$ cat src/rtl/posit_defines_pkg.sv
// Shared posit<32,2> widths, constants and the decoded-value payload.
package posit_defines;

    localparam int unsigned NBITS   = 32;
    localparam int unsigned ES      = 2;
    localparam int unsigned FBITS   = NBITS - 3 - ES;
    localparam int unsigned SCALE_W = 9;
    localparam int unsigned RUN_W   = 5;
    localparam int unsigned K_W     = SCALE_W - ES;

    localparam logic [NBITS-1:0] NAR = 32'h8000_0000;

    typedef struct packed {
        logic               sign;
        logic [SCALE_W-1:0] scale;
        logic [FBITS-1:0]   fraction;
        logic               zero;
        logic               inf;
    } posit_value_t;

endpackage

$ cat src/rtl/posit_regime_count.sv
// Combinational regime run-length counter over the 31 magnitude bits below the sign.
module posit_regime_count
    import posit_defines::*;
(
    input  logic [NBITS-2:0] mag_i,
    output logic [RUN_W-1:0] run_o,
    output logic             pol_o
);

    logic [NBITS-2:0] flip;
    logic             found;

    // Run length = leading-zero count of the magnitude with the regime polarity folded out.
    always_comb begin
        pol_o = mag_i[NBITS-2];
        flip  = pol_o ? ~mag_i : mag_i;
        run_o = RUN_W'(NBITS - 1);
        found = 1'b0;
        for (int i = NBITS - 2; i >= 0; i--) begin
            if (!found && flip[i]) begin
                run_o = RUN_W'(NBITS - 2 - i);
                found = 1'b1;
            end
        end
    end

endmodule

$ cat src/rtl/posit_decode_stream.sv
// Three-stage flow-controlled posit<32,2> unpacker: S0 capture, S1 regime count, S2 field extract.
module posit_decode_stream
    import posit_defines::*;
(
    input  logic               clk,
    input  logic               reset,
    input  logic               in_valid,
    output logic               in_ready,
    input  logic [NBITS-1:0]   in_data,
    output logic               out_valid,
    input  logic               out_ready,
    output posit_value_t       out_value,
    output logic               busy
);

    logic             s0_valid_q, s0_valid_d;
    logic             s0_sign_q,  s0_sign_d;
    logic             s0_zero_q,  s0_zero_d;
    logic             s0_inf_q,   s0_inf_d;
    logic [NBITS-2:0] s0_mag_q,   s0_mag_d;

    logic             s1_valid_q, s1_valid_d;
    logic             s1_sign_q,  s1_sign_d;
    logic             s1_zero_q,  s1_zero_d;
    logic             s1_inf_q,   s1_inf_d;
    logic             s1_pol_q,   s1_pol_d;
    logic [RUN_W-1:0] s1_run_q,   s1_run_d;
    logic [NBITS-2:0] s1_mag_q,   s1_mag_d;

    logic             s2_valid_q, s2_valid_d;
    posit_value_t     s2_value_q, s2_value_d;
    logic             busy_q;

    logic             adv0, adv1, adv2;
    logic [RUN_W-1:0] run_c;
    logic             pol_c;
    logic [RUN_W:0]   shamt;
    logic [NBITS-4:0] rest;
    logic [K_W-1:0]   k_c;
    posit_value_t     value_c;

    // Stall chain: a stage moves when it is empty or its successor moves.
    assign adv2     = ~s2_valid_q | out_ready;
    assign adv1     = ~s1_valid_q | adv2;
    assign adv0     = ~s0_valid_q | adv1;
    assign in_ready = adv0;

    assign out_valid = s2_valid_q;
    assign out_value = s2_value_q;
    assign busy      = busy_q;

    posit_regime_count u_regime (
        .mag_i (s0_mag_q),
        .run_o (run_c),
        .pol_o (pol_c)
    );

    // Strip regime + terminator, then split the remainder into exponent and fraction.
    always_comb begin
        shamt   = {1'b0, s1_run_q} + (RUN_W+1)'(1);
        rest    = (NBITS-3)'((s1_mag_q << shamt) >> ES);
        k_c     = s1_pol_q ? (K_W'(s1_run_q) - K_W'(1)) : (K_W'(0) - K_W'(s1_run_q));
        value_c = '0;
        if (s1_zero_q) begin
            value_c.zero = 1'b1;
        end else if (s1_inf_q) begin
            value_c.inf  = 1'b1;
            value_c.sign = 1'b1;
        end else begin
            value_c.sign     = s1_sign_q;
            value_c.scale    = {k_c, rest[NBITS-4 -: ES]};
            value_c.fraction = rest[FBITS-1:0];
        end
    end

    always_comb begin
        s0_valid_d = s0_valid_q;
        s0_sign_d  = s0_sign_q;
        s0_zero_d  = s0_zero_q;
        s0_inf_d   = s0_inf_q;
        s0_mag_d   = s0_mag_q;
        s1_valid_d = s1_valid_q;
        s1_sign_d  = s1_sign_q;
        s1_zero_d  = s1_zero_q;
        s1_inf_d   = s1_inf_q;
        s1_pol_d   = s1_pol_q;
        s1_run_d   = s1_run_q;
        s1_mag_d   = s1_mag_q;
        s2_valid_d = s2_valid_q;
        s2_value_d = s2_value_q;

        if (adv0) begin
            s0_valid_d = in_valid;
            if (in_valid) begin
                s0_sign_d = in_data[NBITS-1];
                s0_zero_d = (in_data == '0);
                s0_inf_d  = (in_data == NAR);
                s0_mag_d  = (NBITS-1)'(in_data[NBITS-1] ? (NBITS'(0) - in_data) : in_data);
            end
        end
        if (adv1) begin
            s1_valid_d = s0_valid_q;
            if (s0_valid_q) begin
                s1_sign_d = s0_sign_q;
                s1_zero_d = s0_zero_q;
                s1_inf_d  = s0_inf_q;
                s1_pol_d  = pol_c;
                s1_run_d  = run_c;
                s1_mag_d  = s0_mag_q;
            end
        end
        if (adv2) begin
            s2_valid_d = s1_valid_q;
            if (s1_valid_q) begin
                s2_value_d = value_c;
            end
        end
    end

    always_ff @(posedge clk) begin
        if (reset) begin
            s0_valid_q <= 1'b0;
            s1_valid_q <= 1'b0;
            s2_valid_q <= 1'b0;
            s2_value_q <= '0;
            busy_q     <= 1'b0;
        end else begin
            s0_valid_q <= s0_valid_d;
            s1_valid_q <= s1_valid_d;
            s2_valid_q <= s2_valid_d;
            s2_value_q <= s2_value_d;
            busy_q     <= s0_valid_d | s1_valid_d | s2_valid_d;
        end
    end

    // Payload registers are qualified by the valids and need no reset.
    always_ff @(posedge clk) begin
        s0_sign_q <= s0_sign_d;
        s0_zero_q <= s0_zero_d;
        s0_inf_q  <= s0_inf_d;
        s0_mag_q  <= s0_mag_d;
        s1_sign_q <= s1_sign_d;
        s1_zero_q <= s1_zero_d;
        s1_inf_q  <= s1_inf_d;
        s1_pol_q  <= s1_pol_d;
        s1_run_q  <= s1_run_d;
        s1_mag_q  <= s1_mag_d;
    end

endmodule

$ cat config.mk
export PLATFORM = sky130hd
export DESIGN_NAME = posit_decode_stream
export DESIGN_NICKNAME = d
export VERILOG_FILES = /design/src/rtl/posit_defines_pkg.sv /design/src/rtl/posit_regime_count.sv /design/src/rtl/posit_decode_stream.sv
export SDC_FILE = /design/constraint.sdc
export NUM_CORES = 1
export LEC_CHECK = 0
export ABC_AREA = 1
export BUFFER_PORTS_ARGS = -buffer_cell sky130_fd_sc_hd__buf_2
export CAP_MARGIN = 20
export CORE_UTILIZATION = 59
export CTS_CLUSTER_SIZE = 28
export DETAILED_ROUTE_END_ITERATION = 7
export GPL_ROUTABILITY_DRIVEN = 0
export PLACE_DENSITY_LB_ADDON = 0.2
export SYNTH_ARGS = -nofsm -noshare
export SYNTH_HDL_FRONTEND = slang
export SYNTH_SLANG_ARGS = --single-unit
export TNS_END_PERCENT = 100
$ cat constraint.sdc
create_clock -name clk -period 2.8 [get_ports clk]
set_input_delay 0.28 -clock clk [delete_from_list [all_inputs] [get_ports clk]]
set_output_delay 0.28 -clock clk [all_outputs]
set_load 0.02 [all_outputs]
# Word level (Yosys, flattened, before mapping)
# Index checks and enable logic that the tools add are counted.
# W data, S select, Z words.
[word_totals] output_inout_bits=42 input_bits=36 word_cells=176 regBits=117
[op_classes] addsub=4 muxes=72 bitwise=9 reduce_logical=67 eq_ne=1 n_shift=1
[ops] op="$mux W5" n=16
[ops] op="$mux W31" n=2
[ops] op="$mux W1" n=37
[ops] op="$mux W37" n=1
[ops] op="$mux W36" n=1
[ops] op="$eq A32 B32 Y1 const B" n=1
[ops] op="$logic_not A32 Y1" n=1
[ops] op="$mux W4" n=8
[ops] op="$not A31 Y31" n=1
[ops] op="$shl A31 B6 Y31" n=1
[ops] op="$sub A1 B31 Y31 const A" n=1
[ops] op="$logic_and A1 B1 Y1" n=30
[ops] op="$logic_not A1 Y1" n=30
[ops] op="$reduce_or A15 Y1" n=1
[ops] op="$mux W3" n=4
[ops] op="$mux W7" n=1
[ops] op="$reduce_or A7 Y1" n=1
[ops] op="$add A5 B1 Y6 const B" n=1
[ops] op="$reduce_and A2 Y1" n=3
[ops] op="$sub A1 B5 Y6 const A" n=1
[ops] op="$sub A5 B1 Y6 const B" n=1
[ops] op="$or A1 B1 Y1" n=5
[ops] op="$mux W2" n=2
[ops] op="$not A1 Y1" n=3
[ops] op="$reduce_or A3 Y1" n=1

# Longest topological paths before layout
# Gate-level depths: netlist of run 1.
[logic_depth] ltp_word=93 ltp_mapped=20 depth_no_buf=20

# Modules after synthesis
# From an unflattened synthesis of run 1, not the netlist that was laid out.
[unflattened] cells_unflattened=942 hier_area_um2=7225.7
[by_module_without_submodules] mod="posit_decode_stream" cells_per_inst=797 seq_area_each_um2=3062.9 instances=1 area_each_um2=6389.9
[by_module_without_submodules] mod="posit_regime_count" cells_per_inst=145 seq_area_each_um2=0.0 instances=1 area_each_um2=835.8

# Worst setup path before layout of run 1
# No wires, ideal clock.
[synth_path] path_type="flip-flop to flip-flop" from="register s0_mag_q[30]" to="register s1_run_q[0], data pin" arrival_time_ps=2336 stages_incl_launch_ff=17 period_less_slack_ps=2592 path_slack_ps=208 setup_ps=256 path_cell_list="edfxtp_1 buf_6 xor2_2 nor2_2 nand4_2 nor2_4 nand4_4 nor2_4 nand4_4 nor2_2 nand4_2 nor2_2 nand4_2 nor2_2 nand4_1 nor3_1 nor2_1"
[synth_via] elab_chain_len=92 elab_cells_between_ends=122
[synth_rtl] element="start: declaration" line="posit_decode_stream.sv:20" text="logic [NBITS-2:0] s0_mag_q, s0_mag_d;"
[synth_rtl] element="start signal: assignment" line="posit_decode_stream.sv:141" text="s0_mag_q <= s0_mag_d;"
[synth_rtl] element="$not A31 Y31" line="posit_regime_count.sv:16" text="flip = pol_o ? ~mag_i : mag_i;"
[synth_rtl] element="$mux W31 *" line="posit_regime_count.sv:16"
[synth_rtl] element="$mux W1" line="posit_regime_count.sv:20" text="if (!found && flip[i]) begin"
[synth_rtl] element="$logic_not A1 Y1" line="posit_regime_count.sv:20"
[synth_rtl] element="$logic_and A1 B1 Y1" line="posit_regime_count.sv:20"
[synth_rtl] element="$mux W1" line="posit_regime_count.sv:20"
[synth_rtl] element="$logic_not A1 Y1" line="posit_regime_count.sv:20"
[synth_rtl] element="$logic_and A1 B1 Y1" line="posit_regime_count.sv:20"
[synth_rtl] element="[76 not listed]"
[synth_rtl] element="$logic_not A1 Y1" line="posit_regime_count.sv:20"
[synth_rtl] element="$logic_and A1 B1 Y1" line="posit_regime_count.sv:20"
[synth_rtl] element="$mux W1" line="posit_regime_count.sv:20"
[synth_rtl] element="$logic_not A1 Y1" line="posit_regime_count.sv:20"
[synth_rtl] element="$logic_and A1 B1 Y1" line="posit_regime_count.sv:20"
[synth_rtl] element="$mux W1" line="posit_regime_count.sv:20"
[synth_rtl] element="$logic_not A1 Y1" line="posit_regime_count.sv:20"
[synth_rtl] element="$logic_and A1 B1 Y1" line="posit_regime_count.sv:20"
[synth_rtl] element="end signal: assignment" line="posit_decode_stream.sv:146" text="s1_run_q <= s1_run_d;"
[synth_rtl] element="end: declaration" line="posit_decode_stream.sv:27" text="logic [RUN_W-1:0] s1_run_q, s1_run_d;"
# Mark *: on every way between the ends. The rest lies on a longest branch, timed or not.
# A chain may end at the register's enable or synchronous reset.

# Worst setup path after layout of run 1
# Same ends and word-level chain as after synthesis.

==> results of run 1 <==
final cells by class:
| class | instances | share of cell area, % |
|---|---|---|
| clock inverters | 15 | 2.08 |
| clock buffers | 17 | 5.22 |
| flip-flops and latches | 115 | 38.2 |
| inverters | 74 | 3.50 |
| multi-input cells | 588 | 41.1 |
| repair buffers | 105 | 7.63 |
| well taps | 140 | 2.21 |
worst paths after layout:
kind,startpoint,endpoint,cells past startpoint
min,in_valid,s0_valid_q$_SDFF_PP0_,3
min reg2reg,s0_sign_q$_DFFE_PP_,s1_sign_q$_DFFE_PP_,0
max reg2reg,s0_mag_q[30]$_DFFE_PP_,s1_run_q[0]$_SDFFCE_PP0P_,19
max,s0_mag_q[30]$_DFFE_PP_,s1_run_q[0]$_SDFFCE_PP0P_,19
logic make-up (layout without fill, tap and decap cells):
| group | Yosys count | count (layout) | synth area share (%) |
|---|---|---|---|
| compound gates | 145 | 145 | 12.2 |
| xor+xnor | 63 | 63 | 8.45 |
| fa+ha+maj | 3 | 3 | 0.567 |
| buf+inv | 115 | 211 | 6.77 |
| flops | 115 | 115 | 45.8 |
| mux | 13 | 13 | 1.99 |
| simple gates | 364 | 364 | 24.2 |
critical path, stage by stage (launching register included):
cell and delay [ns]:
edfxtp_1 0.42, buf_6 0.15, inv_2 0.04, nand2_1 0.06
nand2_2 0.09, nand3_4 0.08, nor2_4 0.11, nand4_4 0.10
nor2_4 0.14, nand4_4 0.10, nor2_4 0.14, nand4_4 0.11
nor2_2 0.12, nand4_2 0.12, nor2_4 0.15, nand4_4 0.12
nor2_4 0.14, nand4_1 0.14, nor3_1 0.19, nor2_1 0.07
report_power, final:
part / switching [mW] / internal (mW) / total, mW
combinational: 0.568 / 0.301 / 0.869
clock: 0.772 / 1.34 / 2.11
sequential: 0.0610 / 1.91 / 1.97
layer usage:
layer / vias to the layer above / share of wire, % / global-route usage (%)
li1: 2903 / - / -
met1: 2608 / 42 / 30.6
met2: 254 / 48 / 44.8
met3: 56 / 5.3 / 5.51
met4: 0 / 4.6 / 14.7
met5: - / 0 / 0
repair_timing:
item / 4_1_cts / 5_1_grt
endpoints found under the setup margin: 3 / 9
endpoints found under the hold margin: 1 / 0
buffers inserted: 2 / 4
resized for setup: 5 / 21
hold buffers: 1 / 0
pin swaps: 0 / 0
cells in the final DEF, fill, tap and decap left out, drive strengths merged, types with 2 or more instances in the layout:
| cell type | synthesis | final |
|---|---|---|
| nand4 | 10 | 10 |
| a22oi | 2 | 2 |
| nor2 | 67 | 67 |
| clkbuf | 37 | 17 |
| o21ai | 63 | 63 |
| o21bai | 2 | 2 |
| nand2 | 209 | 209 |
| buf | 4 | 104 |
| a22o | 2 | 2 |
| a21oi | 48 | 48 |
| clkinv | 1 | 9 |
| nand3 | 43 | 43 |
| mux2i | 12 | 12 |
| xnor2 | 28 | 28 |
| a21boi | 3 | 3 |
| o221ai | 3 | 3 |
| bufinv | 0 | 3 |
| clkinvlp | 0 | 3 |
| inv | 73 | 74 |
| a31oi | 10 | 10 |
| xor2 | 35 | 35 |
| o211ai | 6 | 6 |
| nor4 | 7 | 7 |
| a32oi | 2 | 2 |
| ha | 3 | 3 |
| dfxtp | 42 | 42 |
| edfxtp | 73 | 73 |
| nor3 | 14 | 14 |
| or2 | 12 | 12 |
per-stage QoR:
step / power (mW) / std cells / setup WS (ns) / TNS [ns]
2_1_floorplan: 2.58 / 818 / 0.208 / 0
3_3_place_gp: 2.77 / 1015 / 0.0604 / 0
3_5_place_dp: 2.80 / 1015 / -0.162 / -0.420
4_1_cts: 4.92 / 1050 / 0.00370 / 0
5_1_grt: 5.14 / 1054 / -0.172 / -0.432
6_report: 4.95 / 1054 / -0.0608 / -0.0608
registers in the layout, summed over array words and instances (netlist names):
name and flops:
s1_pol_q 1, busy 1, s1_run_q 5, s1_zero_q 1, s1_mag_q 30, s0_inf_q 1, s0_zero_q 1, out_value 38
s0_sign_q 1, s1_sign_q 1, s0_mag_q 31, s1_inf_q 1, s0_valid_q 1, out_valid 1, s1_valid_q 1
==> key figures, run 1 <==
Outcome
  • Status: finished, violations left
  • Failing checks: setup timing

Clocking
  • CTS tree: built
  • Clock sinks: 115
  • Clock slew at reported path FFs: 0.06 ns
  • Deepest clock path buffer count: 2
  • Clock buffer count from CTS: 17
  • CTS root buffer: clkbuf_8
  • Htree depth: 4
  • Worst skew pair latency: 0.54 ns

Cells and area
  • Register area: 0.00303 mm2
  • Area occupied by multi-input gates: 0.00327 mm2
  • Post-layout instance area: 0.00794 mm2
  • Ant. Diodes: 0
  • Fill cells: 835
  • Nets: 940
  • Final core utilization: 72.9%
  • Area delta synth->final: 20.0%
  • Layout cell share with drive strength beyond 1: 18.9%

Power
  • Power density of the placed cells: 624 mW/mm2
  • Peak supply drop: 358 uV
  • Leakage: 3.44 nW

Timing
  • Max-slew violations: 0
  • PnR worst setup slack: -0.0608 ns
  • Period utilization: 102%
  • Worst hold margin: 0.0250 ns
  • Tmin final: 2.86 ns
  • Setup Skew: 0.0128 ns
  • RSZ-0062 raised after global routing: yes
  • Final setup violation count: 1
  • Fmax: 350 MHz
  • Slew @ Worst Pin: 0.674 ns
  • Final hold violations: 0
  • Max-slew headroom: 55.1%

Critical path
  • R2R setup slack: -0.06 ns
  • Worst EP required: 3.09 ns
  • WS Path Type: reg2reg
  • Worst Setup End Kind: flip-flop
  • Startpoint Class: flip-flop
  • CP arrival: 3.15 ns
  • Critical path peak fanout: 4

Synthesis
  • Top-count cell post-synth: nand2_1
  • Seq cells post-synth: 115
  • Synth top area share: 33.1%
  • Ranking of synthesized cells by area: edfxtp_1 33%, dfxtp_1 13%, nand2_1 12%, o21ai_0 4.6%, xor2_1 4.5%
  • Synth area leader: edfxtp_1
  • Synthesized Nets: 857
  • Post-synth top flop: edfxtp_1
  • Post-synth ARST share: 0%
  • Mapped Area: 0.00662 mm2
  • Post-synth EDFFs: 73
  • Warnings, synthesis: 0
  • Mapped Cells: 818
  • Register area share after synthesis: 45.8%
  • Synth unique cells: 44
  • Top post-synthesis cells by count: 209 x nand2_1, 73 x edfxtp_1, 73 x inv_1, 61 x nor2_1, 61 x o21ai_0
  • Average size of a mapped cell: 8.09 um2

GRT
  • Initial antenna violation count: 0
  • Vias in the first global route: 5208
  • First-pass GRT wire length: 23500 um
  • Largest net degree at the start of global routing: 40
  • Tot GR Track Use: 26.2%
  • GR Overflow Total: 0

Die
  • Die H: 108 um
  • Die width: 108 um
  • # IOs: 78
  • Starting Density: 60.8%
  • Core area: 0.0109 mm2
  • FP Rows: 38
  • Die area: 0.0116 mm2

Route
  • Routed Antenna Nets: 0
  • DR vias/cell: 5.52
  • WL per Instance: 13.9 um
  • Initial DRC count: 363
  • Detailed-route DRC error count: 0
  • Pre-Repair DR Iteration Count: 5
  • Total number of vias: 5821
  • Final WL: 14600 um

Placement
  • Placed inst area: 0.00716 mm2
  • PortBufs: 77
  • Detailed placement HPWL: 10500 um

Run
  • Max-cap violations: 0

Min path
  • Tightest Hold Check Type: in2reg
No activity file was read; power rests on OpenSTA's default activity.
==> run 2: changes to the inputs <==
Settings changed: ABC_AREA 1 to default, CORE_MARGIN from default to 2.
==> key figures, run 2 <==
Outcome
  • Status: finished clean (was finished, violations left)

Synthesis
  • Average size of a mapped cell: 10.5 um2 (was 8.09 um2)
  • Post-synth ARST share: 0% (unchanged)
  • Synth top area share: 32.5% (was 33.1%)
  • Synth area leader: edfxtp_1 (unchanged)
  • Synthesized Nets: 684 (was 857)
  • Mapped Area: 0.00674 mm2 (was 0.00662 mm2)
  • Seq cells post-synth: 115 (unchanged)
  • Ranking of synthesized cells by area: edfxtp_1 33%, dfxtp_1 12%, mux2i_1 6.4%, mux4_2 5.7%, xnor2_1 4.7% (was edfxtp_1 33%, dfxtp_1 13%, nand2_1 12%, o21ai_0 4.6%, xor2_1 4.5%)
  • Synth unique cells: 64 (was 44)
  • Top post-synthesis cells by count: 73 x edfxtp_1, 56 x nor2_1, 52 x nand2_1, 43 x mux2i_1, 42 x dfxtp_1 (was 209 x nand2_1, 73 x edfxtp_1, 73 x inv_1, 61 x nor2_1, 61 x o21ai_0)
  • Post-synth top flop: edfxtp_1 (unchanged)
  • Top-count cell post-synth: edfxtp_1 (was nand2_1)
  • Register area share after synthesis: 45.0% (was 45.8%)
  • Post-synth EDFFs: 73 (unchanged)
  • Mapped Cells: 645 (was 818)
  • Warnings, synthesis: 0 (unchanged)

Cells and area
  • Final core utilization: 70.9% (was 72.9%)
  • Most frequent cells in the layout: 77 x buf_2, 73 x edfxtp_1, 56 x nor2_1, 52 x nand2_1, 43 x mux2i_1 (was 207 x nand2_1, 77 x buf_2, 73 x edfxtp_1, 72 x inv_1, 61 x nor2_1)
  • Nets: 762 (was 940)
  • Ant. Diodes: 0 (unchanged)
  • Max FFs per register: 38 (unchanged)
  • Area delta synth->final: 18.5% (was 20.0%)
  • Post-layout instance area: 0.00799 mm2 (was 0.00794 mm2)
  • Layout cell share with drive strength beyond 1: 25.3% (was 18.9%)
  • Commonest non-fill, non-tap cell in the layout: buf_2 (was nand2_1)

Run
  • Max-cap violations: 0 (unchanged)

Die
  • FP Rows: 39 (was 38)
  • Core area: 0.0113 mm2 (was 0.0109 mm2)
  • Die width: 111 um (was 108 um)
  • # IOs: 78 (unchanged)
  • Die H: 111 um (was 108 um)
  • Starting Density: 59.8% (was 60.8%)
  • Die area: 0.0123 mm2 (was 0.0116 mm2)

GRT
  • First-pass GRT wire length: 26500 um (was 23500 um)
  • Largest net degree at the start of global routing: 42 (was 40)
  • GR Util met2: 44.9% (was 44.8%)
  • Met3 Resource Use GR: 5.58% (was 5.51%)
  • Vias in the first global route: 5392 (was 5208)
  • Grt met1 use: 32.4% (was 30.6%)
  • Tot GR Track Use: 26.8% (was 26.2%)
  • GR peak layer: met2 (unchanged)
  • GR Overflow Total: 0 (unchanged)
  • Initial antenna violation count: 0 (unchanged)

Clocking
  • Clock sinks: 115 (unchanged)
  • Clock buffer count from CTS: 17 (unchanged)
  • Worst skew pair latency: 0.42 ns (was 0.54 ns)
  • Hold buffer count at CTS: 0 (was 1)
  • CTS root buffer: clkbuf_16 (was clkbuf_8)
  • Clock slew at reported path FFs: 0.06 ns (about the same)
  • Postcts setup bufs: 0 (was 2)
  • CTS tree: built (unchanged)
  • Htree depth: 4 (unchanged)
  • Deepest clock path buffer count: 2 (unchanged)
  • Post-CTS Resized: 0 (was 5)

Power
  • Leakage: 3.01 nW (was 3.44 nW)
  • Power density of the placed cells: 648 mW/mm2 (was 624 mW/mm2)
  • Peak supply drop: 426 uV (was 358 uV)

Timing
  • Tmin final: 2.69 ns (was 2.86 ns)
  • Max-slew violations: 0 (unchanged)
  • PnR worst setup slack: 0.113 ns (was -0.0608 ns)
  • Setup Skew: 0.0141 ns (was 0.0128 ns)
  • Final setup violation count: 0 (was 1)
  • RSZ-0062 raised after global routing: no (was yes)
  • Slew @ Worst Pin: 0.871 ns (was 0.674 ns)
  • Period utilization: 96.0% (was 102%)
  • Final hold violations: 0 (unchanged)
  • Worst hold margin: 0.118 ns (was 0.0250 ns)
  • Fmax: 372 MHz (was 350 MHz)
  • Max-slew headroom: 41.7% (was 55.1%)

Route
  • Final WL: 15900 um (was 14600 um)
  • Initial DRC count: 444 (was 363)
  • Pre-Repair DR Iteration Count: 6 (was 5)
  • Detailed-route DRC error count: 0 (unchanged)
  • WL per Instance: 18.1 um (was 13.9 um)
  • DR vias/cell: 6.30 (was 5.52)
  • Total number of vias: 5540 (was 5821)
  • Routed Antenna Nets: 0 (unchanged)

Placement
  • Placed inst area: 0.00737 mm2 (was 0.00716 mm2)
  • Detailed placement HPWL: 11500 um (was 10500 um)
  • PortBufs: 77 (unchanged)
  • Dpl ws: 0.202 ns (was -0.162 ns)

Critical path
  • CP cell instances: buf_4 -> ha_1 -> xor2_2 -> buf_4 -> mux2i_1 -> o21ai_0 -> mux2i_1 -> o221ai_1 (was buf_6 -> inv_2 -> nand2_1 -> nand2_2 -> nand3_4 -> nor2_4 -> nand4_4 -> nor2_4 -> nand4_4 -> nor2_4 -> nand4_4 -> nor2_2 -> nand4_2 -> nor2_4 -> nand4_4 -> nor2_4 -> nand4_1 -> nor3_1 -> nor2_1)
  • Worst EP required: 3.11 ns (was 3.09 ns)
  • WS Path Type: reg2reg (unchanged)
  • CP arrival: 3.00 ns (was 3.15 ns)
  • Critical path peak fanout: 21 (was 4)
  • Cell with the largest stage delay on the worst path: o21ai_0 (was edfxtp_1)
  • Worst Setup End Kind: flip-flop (unchanged)
  • Critical path's largest stage delay: 0.61 ns (was 0.42 ns)
  • Startpoint Class: flip-flop (unchanged)

Min path
  • Tightest Hold Check Type: in2reg (unchanged)
run 2: cell types whose count changed in the layout (fill, tap and decap cells not counted), sizes merged, moves of 22 or more:
cell and delta:
inv -60, mux2 +22, nand2 -157, mux2i +31
o21ai -37, xor2 -27
run 2: metal layers:
metal / wire [um] / vias to the layer above / share of wire (%)
met4: 727 / 0 / 4.6
li1: - / 2632 / -
met2: 7840 / 259 / 49
met3: 981 / 59 / 6.2
met1: 6370 / 2590 / 40
met5: 0 / - / 0
run 2: layout make-up:
| class | instances | area, um2 |
|---|---|---|
| Multi-Input combinational cell | 481 | 3560 |
| Inverter | 10 | 40.0 |
| Clock inverter | 15 | 180 |
| Tap cell | 143 | 179 |
| Sequential cell | 115 | 3030 |
| Timing Repair Buffer | 98 | 581 |
| Fill cell | 828 | 3280 |
| Clock buffer | 17 | 425 |
run 2: where the power goes:
part           switching, mW  leakage, nW  total, mW  internal, mW
clock network          0.801        0.292       2.21          1.40
registers              0.114         1.03       2.04          1.93
logic                  0.520         1.69      0.931         0.410
run 2: final timing paths:
path              slack, ns  cells after the start                          to                      start
hold / removal         0.12                      1       s0_mag_q[0]$_DFFE_PP_                 in_data[0]
hold reg to reg        0.42                      0         s1_sign_q$_DFFE_PP_        s0_sign_q$_DFFE_PP_
setup reg to reg       0.11                      8  out_value[28]$_SDFFE_PP0P_  s1_run_q[0]$_SDFFCE_PP0P_
setup / recovery       0.11                      8  out_value[28]$_SDFFE_PP0P_  s1_run_q[0]$_SDFFCE_PP0P_
run 2: worst max-delay path: cells and delay by family, from the launching register on:
kind | cells | cell delay, ns
AO/OA/AOI/OAI | 2 | 0.83
buffers and inverters | 2 | 0.51
XOR/XNOR | 1 | 0.15
multiplexers | 2 | 0.31
adder cells (fa/ha/maj) | 1 | 0.33
flip-flops | 1 | 0.44
run 2: kinds of logic (layout without fill, tap and decap cells):
group | after synthesis | count (layout) | share of synthesized area, %
DFF | 115 | 115 | 45.0
and+or+nand+nor | 214 | 214 | 15.9
adders and majority gates | 3 | 3 | 0.557
AOI/OAI and AO/OA | 137 | 137 | 14.0
muxes | 83 | 83 | 15.9
xor gates and xnor gates | 44 | 44 | 5.71
buffers and inverters | 49 | 140 | 2.95
run 2: stage by stage:
stage	power [mW]	cells	TNS [ns]
finish	5.18	879	0
global route	5.36	879	0
CTS	5.17	878	0
detailed placement	2.98	846	0
global placement	2.95	846	0
floorplan	2.71	645	-0.122
